**src/rtl/t03_hud_pkg.sv**
```systemverilog
// Shared types and glyph constants for the HUD digit scheduler.
// Tens-digit blanking is applied only when T03_HUD_LEADING_BLANK_EN is defined (see top).
package t03_hud_pkg;

    typedef enum logic [1:0] {
        IDLE    = 2'd0,
        DECODE  = 2'd1,
        WR_TENS = 2'd2,
        WR_ONES = 2'd3
    } hud_state_t;

    localparam logic [5:0] GLYPH_DIGIT0 = 6'd26;
    localparam logic [5:0] GLYPH_BLANK  = 6'd3;

    // A zero tens digit becomes a blank tile when blanking is enabled.
    function automatic logic [5:0] tens_glyph(input logic [5:0] g, input logic blank_en);
        return (blank_en && (g == GLYPH_DIGIT0)) ? GLYPH_BLANK : g;
    endfunction

endpackage

```
**src/rtl/t03_rr_arbiter.sv**
```systemverilog
// Round-robin grant selection: first set req bit searching upward from rr_ptr+1.
// Purely combinational; the scheduler registers the chosen index.
module t03_rr_arbiter #(
    parameter int NUM_REQ = 4
) (
    input  logic [NUM_REQ-1:0]         req,
    input  logic [$clog2(NUM_REQ)-1:0] rr_ptr,
    input  logic                       en,
    output logic [$clog2(NUM_REQ)-1:0] gnt_idx,
    output logic                       gnt_valid
);

    localparam int IDX_W = $clog2(NUM_REQ);

    always_comb begin
        gnt_idx   = '0;
        gnt_valid = 1'b0;
        if (en) begin
            // Offset NUM_REQ wraps back to rr_ptr itself, so it has lowest priority.
            for (int i = 1; i <= NUM_REQ; i++) begin
                if (!gnt_valid && req[(int'(rr_ptr) + i) % NUM_REQ]) begin
                    gnt_valid = 1'b1;
                    gnt_idx   = IDX_W'((int'(rr_ptr) + i) % NUM_REQ);
                end
            end
        end
    end

endmodule

```
**src/rtl/t03_hud_digit_scheduler.sv**
```systemverilog
// Time-shares one binary->two-glyph decoder among HUD requesters and writes tens/ones tiles.
// Define T03_HUD_LEADING_BLANK_EN to write a blank tile instead of a leading zero tens digit.
module t03_hud_digit_scheduler
    import t03_hud_pkg::*;
#(
    parameter int NUM_REQ     = 4,
    parameter int ADDR_W      = 8,
    parameter int BASE_ADDR   = 0,
    parameter int SLOT_STRIDE = 2
) (
    input  logic                   clk,
    input  logic                   rst,
    input  logic [NUM_REQ-1:0]     req,
    input  logic [4*NUM_REQ-1:0]   value,
    output logic [NUM_REQ-1:0]     ack,
    output logic                   busy,
    output logic [3:0]             dec_bin,
    input  logic [11:0]            dec_glyph,
    output logic                   wr_en,
    output logic [ADDR_W-1:0]      wr_addr,
    output logic [5:0]             wr_data,
    input  logic                   wr_ready
);

    localparam int IDX_W = $clog2(NUM_REQ);

`ifdef T03_HUD_LEADING_BLANK_EN
    localparam logic BLANK_EN = 1'b1;
`else
    localparam logic BLANK_EN = 1'b0;
`endif

    hud_state_t          state_q, state_d;
    logic [IDX_W-1:0]    gnt_q, gnt_d;
    logic [IDX_W-1:0]    rr_ptr_q, rr_ptr_d;
    logic [3:0]          dec_bin_q, dec_bin_d;
    logic [11:0]         glyph_q, glyph_d;
    logic                wr_en_q, wr_en_d;
    logic [ADDR_W-1:0]   wr_addr_q, wr_addr_d;
    logic [5:0]          wr_data_q, wr_data_d;

    logic [IDX_W-1:0]    arb_idx;
    logic                arb_valid;

    t03_rr_arbiter #(.NUM_REQ(NUM_REQ)) u_arb (
        .req       (req),
        .rr_ptr    (rr_ptr_q),
        .en        (state_q == IDLE),
        .gnt_idx   (arb_idx),
        .gnt_valid (arb_valid)
    );

    always_comb begin
        state_d   = state_q;
        gnt_d     = gnt_q;
        rr_ptr_d  = rr_ptr_q;
        dec_bin_d = dec_bin_q;
        glyph_d   = glyph_q;
        wr_en_d   = wr_en_q;
        wr_addr_d = wr_addr_q;
        wr_data_d = wr_data_q;
        case (state_q)
            IDLE: begin
                if (arb_valid) begin
                    gnt_d     = arb_idx;
                    dec_bin_d = value[4*int'(arb_idx) +: 4];
                    state_d   = DECODE;
                end
            end
            DECODE: begin
                // The tens tile is presented in the cycle glyph_q becomes valid, so take it from the decoder.
                glyph_d   = dec_glyph;
                wr_en_d   = 1'b1;
                wr_addr_d = ADDR_W'(BASE_ADDR + int'(gnt_q) * SLOT_STRIDE);
                wr_data_d = tens_glyph(dec_glyph[11:6], BLANK_EN);
                state_d   = WR_TENS;
            end
            WR_TENS: begin
                if (wr_ready) begin
                    wr_addr_d = wr_addr_q + ADDR_W'(1);
                    wr_data_d = glyph_q[5:0];
                    state_d   = WR_ONES;
                end
            end
            WR_ONES: begin
                if (wr_ready) begin
                    wr_en_d  = 1'b0;
                    rr_ptr_d = gnt_q;
                    state_d  = IDLE;
                end
            end
            default: state_d = IDLE;
        endcase
    end

    always_ff @(posedge clk or posedge rst) begin
        if (rst) begin
            state_q   <= IDLE;
            gnt_q     <= '0;
            rr_ptr_q  <= IDX_W'(NUM_REQ - 1);
            dec_bin_q <= '0;
            glyph_q   <= '0;
            wr_en_q   <= 1'b0;
            wr_addr_q <= '0;
            wr_data_q <= '0;
        end else begin
            state_q   <= state_d;
            gnt_q     <= gnt_d;
            rr_ptr_q  <= rr_ptr_d;
            dec_bin_q <= dec_bin_d;
            glyph_q   <= glyph_d;
            wr_en_q   <= wr_en_d;
            wr_addr_q <= wr_addr_d;
            wr_data_q <= wr_data_d;
        end
    end

    always_comb begin
        ack = '0;
        if ((state_q == WR_ONES) && wr_ready) begin
            ack[gnt_q] = 1'b1;
        end
    end

    assign busy    = (state_q != IDLE);
    assign dec_bin = dec_bin_q;
    assign wr_en   = wr_en_q;
    assign wr_addr = wr_addr_q;
    assign wr_data = wr_data_q;

endmodule

```
**config.mk**
```make
export PLATFORM = sky130hd
export DESIGN_NAME = t03_hud_digit_scheduler
export DESIGN_NICKNAME = d
export VERILOG_FILES = /design/src/rtl/t03_hud_pkg.sv /design/src/rtl/t03_rr_arbiter.sv /design/src/rtl/t03_hud_digit_scheduler.sv
export SDC_FILE = /design/constraint.sdc
export NUM_CORES = 1
export LEC_CHECK = 0
export BUFFER_PORTS_ARGS = -buffer_cell sky130_fd_sc_hd__buf_2
export CORE_MARGIN = 5
export CORE_UTILIZATION = 49
export DETAILED_ROUTE_END_ITERATION = 8
export PLACE_DENSITY_LB_ADDON = 0.1
export SETUP_SLACK_MARGIN = 0.3
export SYNTH_ARGS = -nofsm -noshare
export SYNTH_HDL_FRONTEND = slang
export SYNTH_HIERARCHICAL = 1
export SYNTH_SLANG_ARGS = --single-unit
```
**constraint.sdc**
```tcl
create_clock -name clk -period 2.5 [get_ports clk]
set_clock_uncertainty 0.05 [all_clocks]
set_input_delay 0 -clock clk [delete_from_list [all_inputs] [get_ports clk]]
set_output_delay 0 -clock clk [all_outputs]
set_load 0.05 [all_outputs]
```
**After elaboration in Yosys (flattened, before gate mapping)**

Cells that the tools add are included.

- Register bits: 31
- Input bits: 35
- Output and inout bits: 24
- Word-level logic and storage cells: 89

- $add $sub $neg: 5
- Magnitude comparators: 6
- Equal/unequal tests: 6
- Shift operators: 1
- Mux-type cells: 38
- Bitwise gates (word level): 4
- Reduce and logical (&&, ||, !) cells: 21

Operator list:

| cell | number |
|---|---|
| $mux 1 | 18 |
| $lt 3x4->1 const B | 4 |
| $mux 2 | 8 |
| $pmux 8 s2 | 1 |
| $shiftx 16x5->4 | 1 |
| $pmux 6 s2 | 1 |
| $add 8x1->8 const B | 1 |
| $bmux 1 s2 | 4 |
| $mux 8 | 1 |
| $pmux 2 s4 | 1 |
| $reduce_and 2->1 | 4 |
| $reduce_or 2->1 | 4 |
| $mux 6 | 1 |
| $ne 2x2->1 const B | 3 |
| $reduce_bool 2->1 | 3 |
| $logic_and 1x1->1 | 5 |
| $add 2x1->2 const B | 2 |
| $add 2x2->2 const B | 2 |
| $and 1x1->1 const A | 4 |
| $eq 2x2->1 const B | 2 |
| $mux 4 | 1 |
| $logic_not 1->1 | 3 |
| $lt 2x3->1 const B | 1 |
| $reduce_and 3->1 | 1 |
| other kinds (5) | 5 |

**Depth between registers and ports, before layout**

Gate-level depths: netlist of the first run.

- Depth in word-level cells: 22
- Depth in mapped cells: 7
- Depth with buffers taken out: 6

**Cells and area by module**

The synthesis of the first run kept the hierarchy.

Modules (own cells, without submodules):

| module | instances | cells an instance | area each (um2) | seq. area each (um2) |
|---|---|---|---|---|
| t03_hud_digit_scheduler | 1 | 135 | 1519.0 | 778.2 |
| t03_rr_arbiter | 1 | 22 | 147.6 | 0.0 |

**Worst setup path before layout of the first run**

OpenSTA, ideal clock, no wires.

- Path type: flip-flop to flip-flop
- Start point: reg rr_ptr_q[1]
- End point: reg dec_bin_q[0], in the netlist dec_bin[0]
- Data arrival time: 1896 ps
- Required time: 2325 ps
- Path slack: 430 ps
- Cell stages (with the launch flop): 7
- Buffers on the path: 0
- Clock period less this slack: 2070 ps
- Cells stage by stage: dfstp_2 -> and2_1 -> a21oi_1 -> o22ai_1 -> o21a_1 -> mux4_2 -> mux2_2

- Cells in the longest elaborated chain, start to end: 19
- Elaborated cells between the ends (all ways): 37
- Those cells by class: 4 x add/sub; 1 x shift; 25 x mux; 7 x reduce/logical

RTL lines:

| item | RTL line | source |
|---|---|---|
| from (decl) | t03_hud_digit_scheduler.sv:35 | `logic [IDX_W-1:0] rr_ptr_q, rr_ptr_d;` |
| from (signal assigned) | t03_hud_digit_scheduler.sv:100 | `rr_ptr_q <= IDX_W'(NUM_REQ - 1);` |
| from (signal assigned) | t03_hud_digit_scheduler.sv:109 | `rr_ptr_q <= rr_ptr_d;` |
| $add 2x1->2 | t03_rr_arbiter.sv:21 | `if (!gnt_valid && req[(int'(rr_ptr) + i) % NUM_REQ]) begin` |
| $bmux 1 s2 | t03_rr_arbiter.sv:21 |  |
| $mux 1 (implied by the code) (2 in a row) | t03_rr_arbiter.sv:21 |  |
| $mux 1 | t03_rr_arbiter.sv:21 |  |
| $mux 1 | t03_rr_arbiter.sv:18 | `if (en) begin` |
| $logic_not 1->1 | t03_rr_arbiter.sv:21 |  |
| $logic_and 1x1->1 | t03_rr_arbiter.sv:21 |  |
| $mux 1 | t03_rr_arbiter.sv:21 |  |
| [... 3 more ...] | - |  |
| $mux 1 | t03_rr_arbiter.sv:21 |  |
| $mux 1 | t03_rr_arbiter.sv:18 |  |
| $logic_not 1->1 | t03_rr_arbiter.sv:21 |  |
| $logic_and 1x1->1 | t03_rr_arbiter.sv:21 |  |
| $mux 2 * | t03_rr_arbiter.sv:21 |  |
| $mux 2 * | t03_rr_arbiter.sv:18 |  |
| named net arb_idx[0] | t03_hud_digit_scheduler.sv:42 | `logic [IDX_W-1:0] arb_idx;` |
| $shiftx 16x5->4 * | t03_hud_digit_scheduler.sv:66 | `dec_bin_d = value[4*int'(arb_idx) +: 4];` |
| to (signal assigned) | t03_hud_digit_scheduler.sv:110 | `dec_bin_q <= dec_bin_d;` |
| to (decl) | t03_hud_digit_scheduler.sv:36 | `logic [3:0] dec_bin_q, dec_bin_d;` |

Mark *: on every way through the listed nets, which the timed path passes. The rest lies on a longest branch. The select of a mux whose other input is x is not followed.
A chain may end at the register's enable or synchronous reset.

**Worst setup path after layout of the first run**

- Start point: reg rr_ptr_q[1]
- End point: reg dec_bin_q[1], in the netlist dec_bin[1]

The elaborated chain is that of the path after synthesis.

==> results.ini, run 1 <==
[outcome]
run_status=complete, no violations

[timing]
slew-limit-headroom_pct=68.27
report.final.slew_viol_count=0
number_of_setup_violations_in_the_final_report=0
max_slew.worst_pin.slew_ps=466.7
pnr_worst_setup_slack_ps=377.2
setup_tns_ps=0
post_route_minimum_period_ps=2123
hold_viol=0
hold_slack_ps=70.18
grt_setup_unrepaired=false
finalCritPeriodShare_pct=84.91
clock.fmax_ghz=0.4711

[worst_setup_path]
timing.critical_path.slowest_cell_delay_ps=570
regToRegStartpoint=rr_ptr_q[1]
critical_path_peak_fanout=5
timing.critical_path.arrival_ps=2280
critical_path_startpoint=rr_ptr_q[1]
start_kind=flop
timing.critical_path.required_ps=2660
r2r_end=dec_bin[1]
crit_path_top_delay_cell=sky130_fd_sc_hd__dfstp_2
rrSetupSlack_ps=380
rr_worst_depth=6
crit_path_end_kind=flop
worstPathCellList=and2_1 -> a21oi_1 -> o22ai_1 -> o21a_2 -> mux4_2 -> mux2_2
worst-setup-path-type=reg2reg

[yosys]
synthesis.yosys.warnings=6
leading_cell_types_by_total_area_after_synthesis=sky130_fd_sc_hd__dfrtp_1 (44%), sky130_fd_sc_hd__mux2_2 (9.5%), sky130_fd_sc_hd__mux4_2 (5.4%)
post_synth_xor_area_fraction_pct=0
synth.net_count=198
synth_top_cell_by_area=sky130_fd_sc_hd__dfrtp_1
synth-edff-count=0
synth.ff_latch_count=31
netlist_top_cells_count=sky130_fd_sc_hd__dfrtp_1 (29), sky130_fd_sc_hd__nor2_1 (20), sky130_fd_sc_hd__mux2_2 (14), sky130_fd_sc_hd__nand2_1 (12), sky130_fd_sc_hd__o22ai_1 (10)
synth_compound_gate_area_share_pct=13.36
async_reset_ff_share_pct=100.0
post_synthesis_mean_instance_area_sq_um=10.62
synth_area_sq_um=1667
synthesis.instances=157
post_synth_num_cell_types=30
yosys.cell_count.top_type=sky130_fd_sc_hd__dfrtp_1
synth.mux.area_fraction_pct=16.07
synth_flop_cell=sky130_fd_sc_hd__dfrtp_1
synthDominantCellAreaShare_pct=43.54
post_synth_simple_gate_area_pct=14.19
ys_seq_area_share_pct=46.70
largest_family_of_logic_cells_by_synthesized_area=multiplexers
synth_adder_area_share_pct=4.505

[min_path]
holdPathStages=3
min_from=value[14]
min-delay-path-class=in2reg
timing.hold.worst_endpoint=dec_bin[2]

[layout]
post-route-cell-area_sq_um=2247
n_antenna_cell=0
layout.cells.non_filler=281
fin_nets=275
final_core_utilization_pct=67.88
syn_to_final_growth_pct=34.84
drive_gt1_share_pct=40.43

[floorplan]
floorplan.io_pins=59
die_area_sq_um=4668
die_h_um=68.32
fp-row-count=21
core_sq_um=3311
die_span_x_um=68.32
initial_utilization_pct=50.34

[placement]
place.gp.congestion=0.7673
placed_cells_incl_taps=257
dp.final_hpwl_mm=2.927
place_worst_setup_slack_ps=276.5
placed_area_sq_um=1977
placement.io_buffers=58

[pwr]
powerDensity_nw_per_um2=1339
total_switching_power_mw=1.385
p_int_mw=1.624
share_comb_of_total_power_pct=53.6
seq_power_share_pct=30.1
netSwitchingFraction_pct=46.03
power_mw=3.009
power_share_of_the_clock_group_pct=16.2
vdd_ir_drop_max_v=0.0007422
leakage_nw=1.036

[clock_tree]
worstSkewPairLatency_ps=320
cts_buffers=5
cts_tree=built
tritoncts_num_sinks=31
clk_transition_reported_paths_ps=100
cts.root.buffer_cell=sky130_fd_sc_hd__clkbuf_4
h_tree_lvls=2
ctsLongestPathBuffers=2

[detailed_routing]
ant_nets=0
dr.first_iter.drc_count=47
detail_route.wl_per_cell_um=14.27
vias_after_detailed_routing=1480
post-route-drc-count=0
finalWirelength_mm=4.011
avgViaCountPerCell=5.267
drtPass1Iterations=4

[run]
max_cap_violations=0

[global_route]
pin_count_of_the_biggest_net_entering_global_routing=32
grt.total_usage_pct=19.10
grt_antenna_before_repair=0
vias_in_the_first_global_route=1534
grt_first_pass_wirelength_mm=6.651
residual_overflow_from_global_routing=0

==> per-layer routing <==
metal / vias to the layer above / GRT usage [%] / share of wire [%]
met1: 703 / 21.53 / 40
met4: 0 / 6.203 / 1.5
met3: 8 / 5.090 / 6.4
met2: 45 / 34.66 / 52
li1: 724 / - / -
met5: - / 0 / 0
==> flip-flops by register name, summed over array words and instances (netlist names) <==
register / flops
dec_bin: 4
gnt_q: 2
wr_data: 6
wr_addr: 8
rr_ptr_q: 2
wr_en: 1
glyph_q: 6
state_q: 2
==> power by group through the flow <==
| stage | clock [mW] | sequential (mW) | combinational [mW] |
|---|---|---|---|
| after global routing | 0.521 | 0.939 | 1.75 |
| after global placement | 0 | 0.906 | 1.50 |
| after floorplan | 0 | 1.30 | 0.830 |
| after detailed placement | 0 | 0.918 | 1.55 |
| after CTS | 0.497 | 0.912 | 1.58 |
| final | 0.488 | 0.906 | 1.61 |
==> cell usage in the layout, fill, tap and decap left out, types with 3 or more instances in the layout <==
cell type	synthesis	layout
sky130_fd_sc_hd__mux4_2	4	4
sky130_fd_sc_hd__clkbuf_4	0	5
sky130_fd_sc_hd__mux2_2	14	14
sky130_fd_sc_hd__ha_1	6	5
sky130_fd_sc_hd__o31ai_1	3	3
sky130_fd_sc_hd__nand3_1	4	4
sky130_fd_sc_hd__buf_2	0	58
sky130_fd_sc_hd__nand2_1	12	12
sky130_fd_sc_hd__dfrtp_1	29	29
sky130_fd_sc_hd__a21oi_1	9	9
sky130_fd_sc_hd__o22ai_1	10	10
sky130_fd_sc_hd__nor2_1	20	20
sky130_fd_sc_hd__buf_4	0	4
sky130_fd_sc_hd__o21ai_0	8	8
sky130_fd_sc_hd__inv_1	9	9
sky130_fd_sc_hd__dlygate4sd3_1	0	14
sky130_fd_sc_hd__or4_1	3	3
==> worst max-delay path by stage <==
stage | cells past startpoint | endpoint
2_1_floorplan | 6 | dec_bin[0]
3_3_place_gp | 6 | dec_bin[0]
3_5_place_dp | 6 | dec_bin[1]
4_1_cts | 6 | dec_bin[1]
5_1_grt | 6 | dec_bin[3]
6_report | 6 | dec_bin[1]
==> what timing repair did <==
item                                    4_1_cts  5_1_grt
endpoints found under the setup margin        4        8
gates cloned                                  0        0
pin swaps                                     0        1
hold buffers                                 14        0
setup buffers                                 0        2
resized for setup                             2        2
hold endpoints to repair                     44        0
==> cells by family (layout without fill, tap and decap cells) <==
kind of cell,after synthesis,in the layout
AOI/OAI and AO/OA,35,35
buffers and inverters,15,93
adders and majority gates,6,6
muxes,20,20
and+or+nand+nor,50,50
DFF,31,31
==> area by class of cell <==
cell class | instances | area (sq um)
Fill cell | 283 | 1064
Tap cell | 46 | 57.56
Multi-Input combinational cell | 111 | 815.8
Clock inverter | 2 | 60.06
Clock buffer | 6 | 41.29
Timing Repair Buffer | 76 | 460.4
Sequential cell | 31 | 778.2
Inverter | 9 | 33.78
==> critical path: cells and delay by family, from the launching register on <==
family / cells / cell delay [ps]
muxes: 2 / 780
DFF: 1 / 570
AOI/OAI and AO/OA: 3 / 440
and+or+nand+nor: 1 / 160
Power figures use the tool's default switching activity.
==> inputs of run 2 (changes only) <==
--- a/config.mk
+++ b/config.mk
@@ -7,7 +7,7 @@
 export LEC_CHECK = 0
 export BUFFER_PORTS_ARGS = -buffer_cell sky130_fd_sc_hd__buf_2
 export CORE_MARGIN = 5
-export CORE_UTILIZATION = 49
+export CORE_UTILIZATION = 44
 export DETAILED_ROUTE_END_ITERATION = 8
 export PLACE_DENSITY_LB_ADDON = 0.1
 export SETUP_SLACK_MARGIN = 0.3
==> constraint.sdc (replaced) <==
create_clock -name clk -period 1.8 [get_ports clk]
set_clock_uncertainty 0.05 [all_clocks]
set_input_delay 0 -clock clk [delete_from_list [all_inputs] [get_ports clk]]
set_output_delay 0 -clock clk [all_outputs]
set_load 0.05 [all_outputs]
==> results.ini, run 2 (synthesis results as in run 1) <==
[placement]
placement.io_buffers=58  ; unchanged
dp.final_hpwl_mm=2.950  ; +0.79%
placed_area_sq_um=2122  ; +7.3%
place.gp.congestion=0.8116  ; +5.8%

[worst_setup_path]
timing.critical_path.slowest_cell_delay_ps=580  ; about the same
rrSetupSlack_ps=-320  ; -700 ps
timing.critical_path.arrival_ps=2240  ; -40 ps
timing.critical_path.required_ps=1920  ; -740 ps
rr_worst_depth=6  ; unchanged
regToRegStartpoint=rr_ptr_q[0]
worst-path-buf-inv=1  ; +1
critical_path_peak_fanout=5  ; unchanged
r2r_end=dec_bin[3]
worstPathCellList=inv_1 -> o22ai_1 -> o21ai_0 -> a31oi_2 -> mux4_2 -> mux2_4
cell_family_with_most_cp_delay=compound AO/OA/AOI/OAI gates
start_kind=flop
worst-setup-path-type=reg2reg
crit_path_end_kind=flop
crit_path_top_delay_cell=sky130_fd_sc_hd__dfstp_2

[layout]
drive_gt1_share_pct=63.14  ; +23 points
number_of_flip_flops_in_the_largest_register=8  ; unchanged
most-common-layout-cells=sky130_fd_sc_hd__buf_2 (53), sky130_fd_sc_hd__dfrtp_1 (25), sky130_fd_sc_hd__buf_6 (19), sky130_fd_sc_hd__dlygate4sd3_1 (13), sky130_fd_sc_hd__mux2_4 (12)
fin_nets=295  ; +7.3%
syn_to_final_growth_pct=70.20
post-route-cell-area_sq_um=2836  ; +26%
final_common_cell=sky130_fd_sc_hd__buf_2
n_antenna_cell=0  ; unchanged

[floorplan]
core_sq_um=3661  ; +11%
fp-row-count=22  ; +4.8%
die_h_um=71.55  ; +4.7%
initial_utilization_pct=45.52  ; -4.8 points
die_span_x_um=71.55  ; +4.7%
die_area_sq_um=5119  ; +9.7%
floorplan.io_pins=59  ; unchanged

[pwr]
vdd_ir_drop_max_v=0.001566  ; +110%
powerDensity_nw_per_um2=1948  ; +45%
leakage_nw=1.254  ; +21%

[timing]
setup_tns_ps=-1246  ; -1246 ps
max_slew.worst_pin.slew_ps=399.2  ; -67.45 ps
pnr_worst_setup_slack_ps=-323.5  ; -700.7 ps
report.final.slew_viol_count=0  ; unchanged
slew-limit-headroom_pct=73.39  ; +5.1 points
grt_setup_unrepaired=true
hold_slack_ps=114.6  ; +44.45 ps
clock.fmax_ghz=0.4709  ; about the same
post_route_minimum_period_ps=2124  ; +0.7120 ps
hold_viol=0  ; unchanged
number_of_setup_violations_in_the_final_report=4  ; +4
finalCritPeriodShare_pct=118.0  ; +33 points

[clock_tree]
clk_transition_reported_paths_ps=70  ; -30 ps
h_tree_lvls=2  ; unchanged
cts_buffers=5  ; unchanged
tritoncts_num_sinks=31  ; unchanged
worstSkewPairLatency_ps=290  ; -30 ps
cts_tree=built
cts.root.buffer_cell=sky130_fd_sc_hd__clkbuf_8
ctsLongestPathBuffers=2  ; unchanged

[global_route]
residual_overflow_from_global_routing=0  ; unchanged
vias_in_the_first_global_route=1618  ; +5.5%
grt_first_pass_wirelength_mm=7.617  ; +15%
pin_count_of_the_biggest_net_entering_global_routing=32  ; unchanged
grt_antenna_before_repair=0  ; unchanged
grt.total_usage_pct=18.70  ; -0.39 points

[detailed_routing]
vias_after_detailed_routing=1647  ; +11%
detail_route.wl_per_cell_um=16.11  ; +13%
finalWirelength_mm=4.880  ; +22%
post-route-drc-count=0  ; unchanged
avgViaCountPerCell=5.436  ; +3.2%
dr.first_iter.drc_count=62  ; +32%
drtPass1Iterations=5  ; +1
ant_nets=0  ; unchanged

[min_path]
min_from=value[8]
timing.hold.worst_endpoint=dec_bin[0]
holdPathStages=3  ; unchanged
min-delay-path-class=in2reg

[run]
max_cap_violations=0  ; unchanged

[outcome]
violations=negative setup slack
run_status=finished with violations

## run 2: final cells by class
| class | instances | area [sq um] |
|---|---|---|
| Multi-Input combinational cell | 112 | 1124 |
| Fill cell | 224 | 824.5 |
| Sequential cell | 31 | 783.3 |
| Timing Repair Buffer | 95 | 719.4 |
| Clock buffer | 5 | 68.82 |
| Tap cell | 48 | 60.06 |
| Clock inverter | 3 | 43.79 |
| Inverter | 9 | 37.54 |
## run 2: how the worst max path moves through the flow
| stage | start | to | slack, ps | depth (start not counted) |
|---|---|---|---|---|
| floorplan | rr_ptr_q[1] | dec_bin[0] | -190 | 6 |
| global placement | rr_ptr_q[1] | dec_bin[2] | -190 | 6 |
| detailed placement | rr_ptr_q[1] | dec_bin[3] | -230 | 6 |
| CTS | rr_ptr_q[1] | dec_bin[3] | -230 | 6 |
| global route | rr_ptr_q[0] | dec_bin[2] | -400 | 6 |
| finish | rr_ptr_q[0] | dec_bin[3] | -320 | 6 |
## run 2: worst register-to-register path: stages, from the launching register on
cell and delay [ps]:
sky130_fd_sc_hd__dfstp_2 580, sky130_fd_sc_hd__inv_1 70, sky130_fd_sc_hd__o22ai_1 180, sky130_fd_sc_hd__o21ai_0 180
sky130_fd_sc_hd__a31oi_2 310, sky130_fd_sc_hd__mux4_2 360, sky130_fd_sc_hd__mux2_4 280
## run 2: what timing repair did
item,4_1_cts,5_1_grt
cloned,2,0
setup buffers,9,6
pin swaps,20,14
endpoints found under the setup margin,26,28
hold endpoints to repair,41,0
gates resized for setup,45,41
hold buffers,13,0
## run 2: layer usage
metal / track usage, % / vias up / routed length [um]
met3: 5.330 / 14 / 292
met5: 0 / - / 0
met4: 5.010 / 0 / 122
met1: 23.31 / 795 / 2037
li1: - / 772 / -
met2: 31.73 / 66 / 2428
## run 2: metrics by stage
step,setup WS [ps],power (mW),cells,util [%]
after floorplan,-189.9,3.191,157,-
after global placement,-187.1,3.669,265,57.96
final,-323.5,5.525,303,77.48
after CTS,-225.1,5.124,297,72.11
after detailed placement,-234.6,3.743,265,57.96
after global routing,-395.9,5.817,303,77.48
## run 2: power breakdown
group	total [mW]	switching [mW]	internal, mW
registers	1.34	0.303	1.03
logic	3.49	1.87	1.62
clock network	0.695	0.283	0.412
total	5.53	2.46	3.07
==> inputs of run 3 (changes only) <==
==> constraint.sdc (replaced) <==
create_clock -name clk -period 1.9 [get_ports clk]
set_clock_uncertainty 0.05 [all_clocks]
set_input_delay 0 -clock clk [delete_from_list [all_inputs] [get_ports clk]]
set_output_delay 0 -clock clk [all_outputs]
set_load 0.05 [all_outputs]
==> results.ini, run 3 (synthesis results as in run 1) <==
[clock_tree]
cts.root.buffer_cell=sky130_fd_sc_hd__clkbuf_8
ctsLongestPathBuffers=2  ; unchanged
worstSkewPairLatency_ps=280  ; about the same
tritoncts_num_sinks=31  ; unchanged
h_tree_lvls=2  ; unchanged
cts_buffers=5  ; unchanged
clk_transition_reported_paths_ps=60  ; about the same
cts_tree=built

[floorplan]
die_span_x_um=71.55  ; unchanged
die_h_um=71.55  ; unchanged
initial_utilization_pct=45.52  ; unchanged
die_area_sq_um=5119  ; unchanged
floorplan.io_pins=59  ; unchanged
fp-row-count=22  ; unchanged
core_sq_um=3661  ; unchanged

[global_route]
grt.total_usage_pct=18.17  ; -0.54 points
pin_count_of_the_biggest_net_entering_global_routing=32  ; unchanged
residual_overflow_from_global_routing=0  ; unchanged
grt_antenna_before_repair=0  ; unchanged
grt_first_pass_wirelength_mm=7.362  ; -3.3%
vias_in_the_first_global_route=1607  ; -0.68%

[layout]
syn_to_final_growth_pct=58.18
number_of_flip_flops_in_the_largest_register=8  ; unchanged
fin_nets=287  ; -2.7%
most-common-layout-cells=sky130_fd_sc_hd__buf_2 (54), sky130_fd_sc_hd__dfrtp_1 (27), sky130_fd_sc_hd__dlygate4sd3_1 (13), sky130_fd_sc_hd__nor2_1 (12)
n_antenna_cell=0  ; unchanged
drive_gt1_share_pct=57.09  ; -6.1 points
final_common_cell=sky130_fd_sc_hd__buf_2
nFillCells=248  ; +11%
layout.cells.non_filler=295  ; -2.6%

[placement]
placed_cells_incl_taps=266  ; +0.38%
place.gp.congestion=0.7377  ; -9.1%
place_worst_setup_slack_ps=-314.9  ; -80.36 ps
placement.io_buffers=58  ; unchanged
dp.final_hpwl_mm=3.096  ; +5.0%

[detailed_routing]
vias_after_detailed_routing=1584  ; -3.8%
drtPass1Iterations=4  ; -1
ant_nets=0  ; unchanged
avgViaCountPerCell=5.369  ; -1.2%
detail_route.wl_per_cell_um=15.93  ; -1.1%
dr.first_iter.drc_count=35  ; -44%
post-route-drc-count=0  ; unchanged
finalWirelength_mm=4.700  ; -3.7%

[min_path]
min-delay-path-class=in2reg
timing.hold.worst_endpoint=rr_ptr_q[1]
min_from=wr_ready
holdPathStages=3  ; unchanged

[worst_setup_path]
r2r_end=dec_bin[0]
rr_worst_depth=6  ; unchanged
crit_path_end_kind=flop
start_kind=flop
timing.critical_path.arrival_ps=2180  ; -60 ps
timing.critical_path.required_ps=2010  ; +90 ps
critical_path_peak_fanout=5  ; unchanged
rrSetupSlack_ps=-180  ; +150 ps
regToRegStartpoint=rr_ptr_q[1]
worst-setup-path-type=reg2reg

[timing]
report.final.slew_viol_count=0  ; unchanged
pnr_worst_setup_slack_ps=-175.3  ; +148.2 ps
number_of_setup_violations_in_the_final_report=4  ; unchanged
post_route_minimum_period_ps=2075  ; -48.22 ps
slew-limit-headroom_pct=73.85  ; +0.47 points
hold_viol=0  ; unchanged
grt_setup_unrepaired=true
setup_tns_ps=-658.7  ; +586.9 ps
clock.fmax_ghz=0.4819  ; +2.3%
max_slew.worst_pin.slew_ps=392.2  ; -7.032 ps
finalCritPeriodShare_pct=109.2  ; -8.7 points

[outcome]
violations=negative setup slack
run_status=finished with violations

[pwr]
power_mw=4.704  ; -15%
leakage_nw=1.167  ; -6.9%
vdd_ir_drop_max_v=0.001115  ; -29%
powerDensity_nw_per_um2=1784  ; -8.4%

[run]
max_cap_violations=0  ; unchanged

run 3: what timing repair did:
item | CTS | global route
endpoints found under the hold margin | 41 | 0
hold buffers | 13 | 0
gates cloned | 0 | 1
resized for setup | 18 | 50
endpoints found under the setup margin | 22 | 25
pin swaps | 4 | 9
setup buffers | 3 | 4
run 3: area by class of cell:
type	count	area, sq um	area share [%]
clock buffers	8	80.08	3.037
inverters	9	37.54	1.424
well taps	48	60.06	2.278
flip-flops and latches	31	780.7	29.62
repair buffers	87	611.8	23.21
multi-input cells	112	1066	40.44
run 3: worst max path at each step:
stage          slack (ps)         end   startpoint
5_1_grt              -260  dec_bin[0]  rr_ptr_q[1]
4_1_cts              -180  dec_bin[0]  rr_ptr_q[1]
2_1_floorplan         -90  dec_bin[0]  rr_ptr_q[1]
3_3_place_gp         -170  dec_bin[0]  rr_ptr_q[0]
3_5_place_dp         -310  dec_bin[0]  rr_ptr_q[0]
6_report             -180  dec_bin[0]  rr_ptr_q[1]
run 3: metal layers:
metal  global-route usage [%]  part of all wire [%]  vias up
met5                        0                     0        -
met4                    4.384                  0.94        0
met3                    5.610                   5.5        6
met2                    33.47                    55       41
met1                    20.27                    39      787
li1                         -                     -      750
run 3: where the power goes:
part	leakage [nW]	switching (mW)	internal (mW)
logic	0.760	1.67	1.30
registers	0.368	0.273	0.977
clock network	0.0395	0.225	0.260
total	1.17	2.16	2.54
run 3: stage by stage:
| step | hold slack, ps | instance area, sq um | util, % |
|---|---|---|---|
| after floorplan | 51.88 | 1725 | - |
| after global placement | 44.09 | 2091 | 57.11 |
| after detailed placement | 51.82 | 2091 | 57.11 |
| after CTS | 41.45 | 2404 | 65.65 |
| after global routing | 117.0 | 2636 | 72.01 |
| final | 99.71 | 2636 | 72.01 |
run 3: critical path, stage by stage (launching register included):
cell and delay, ps:
sky130_fd_sc_hd__dfstp_2 570, sky130_fd_sc_hd__and2_4 160, sky130_fd_sc_hd__a21oi_2 40, sky130_fd_sc_hd__o22ai_1 110, sky130_fd_sc_hd__o21a_2 240, sky130_fd_sc_hd__mux4_2 520
sky130_fd_sc_hd__mux2_2 280
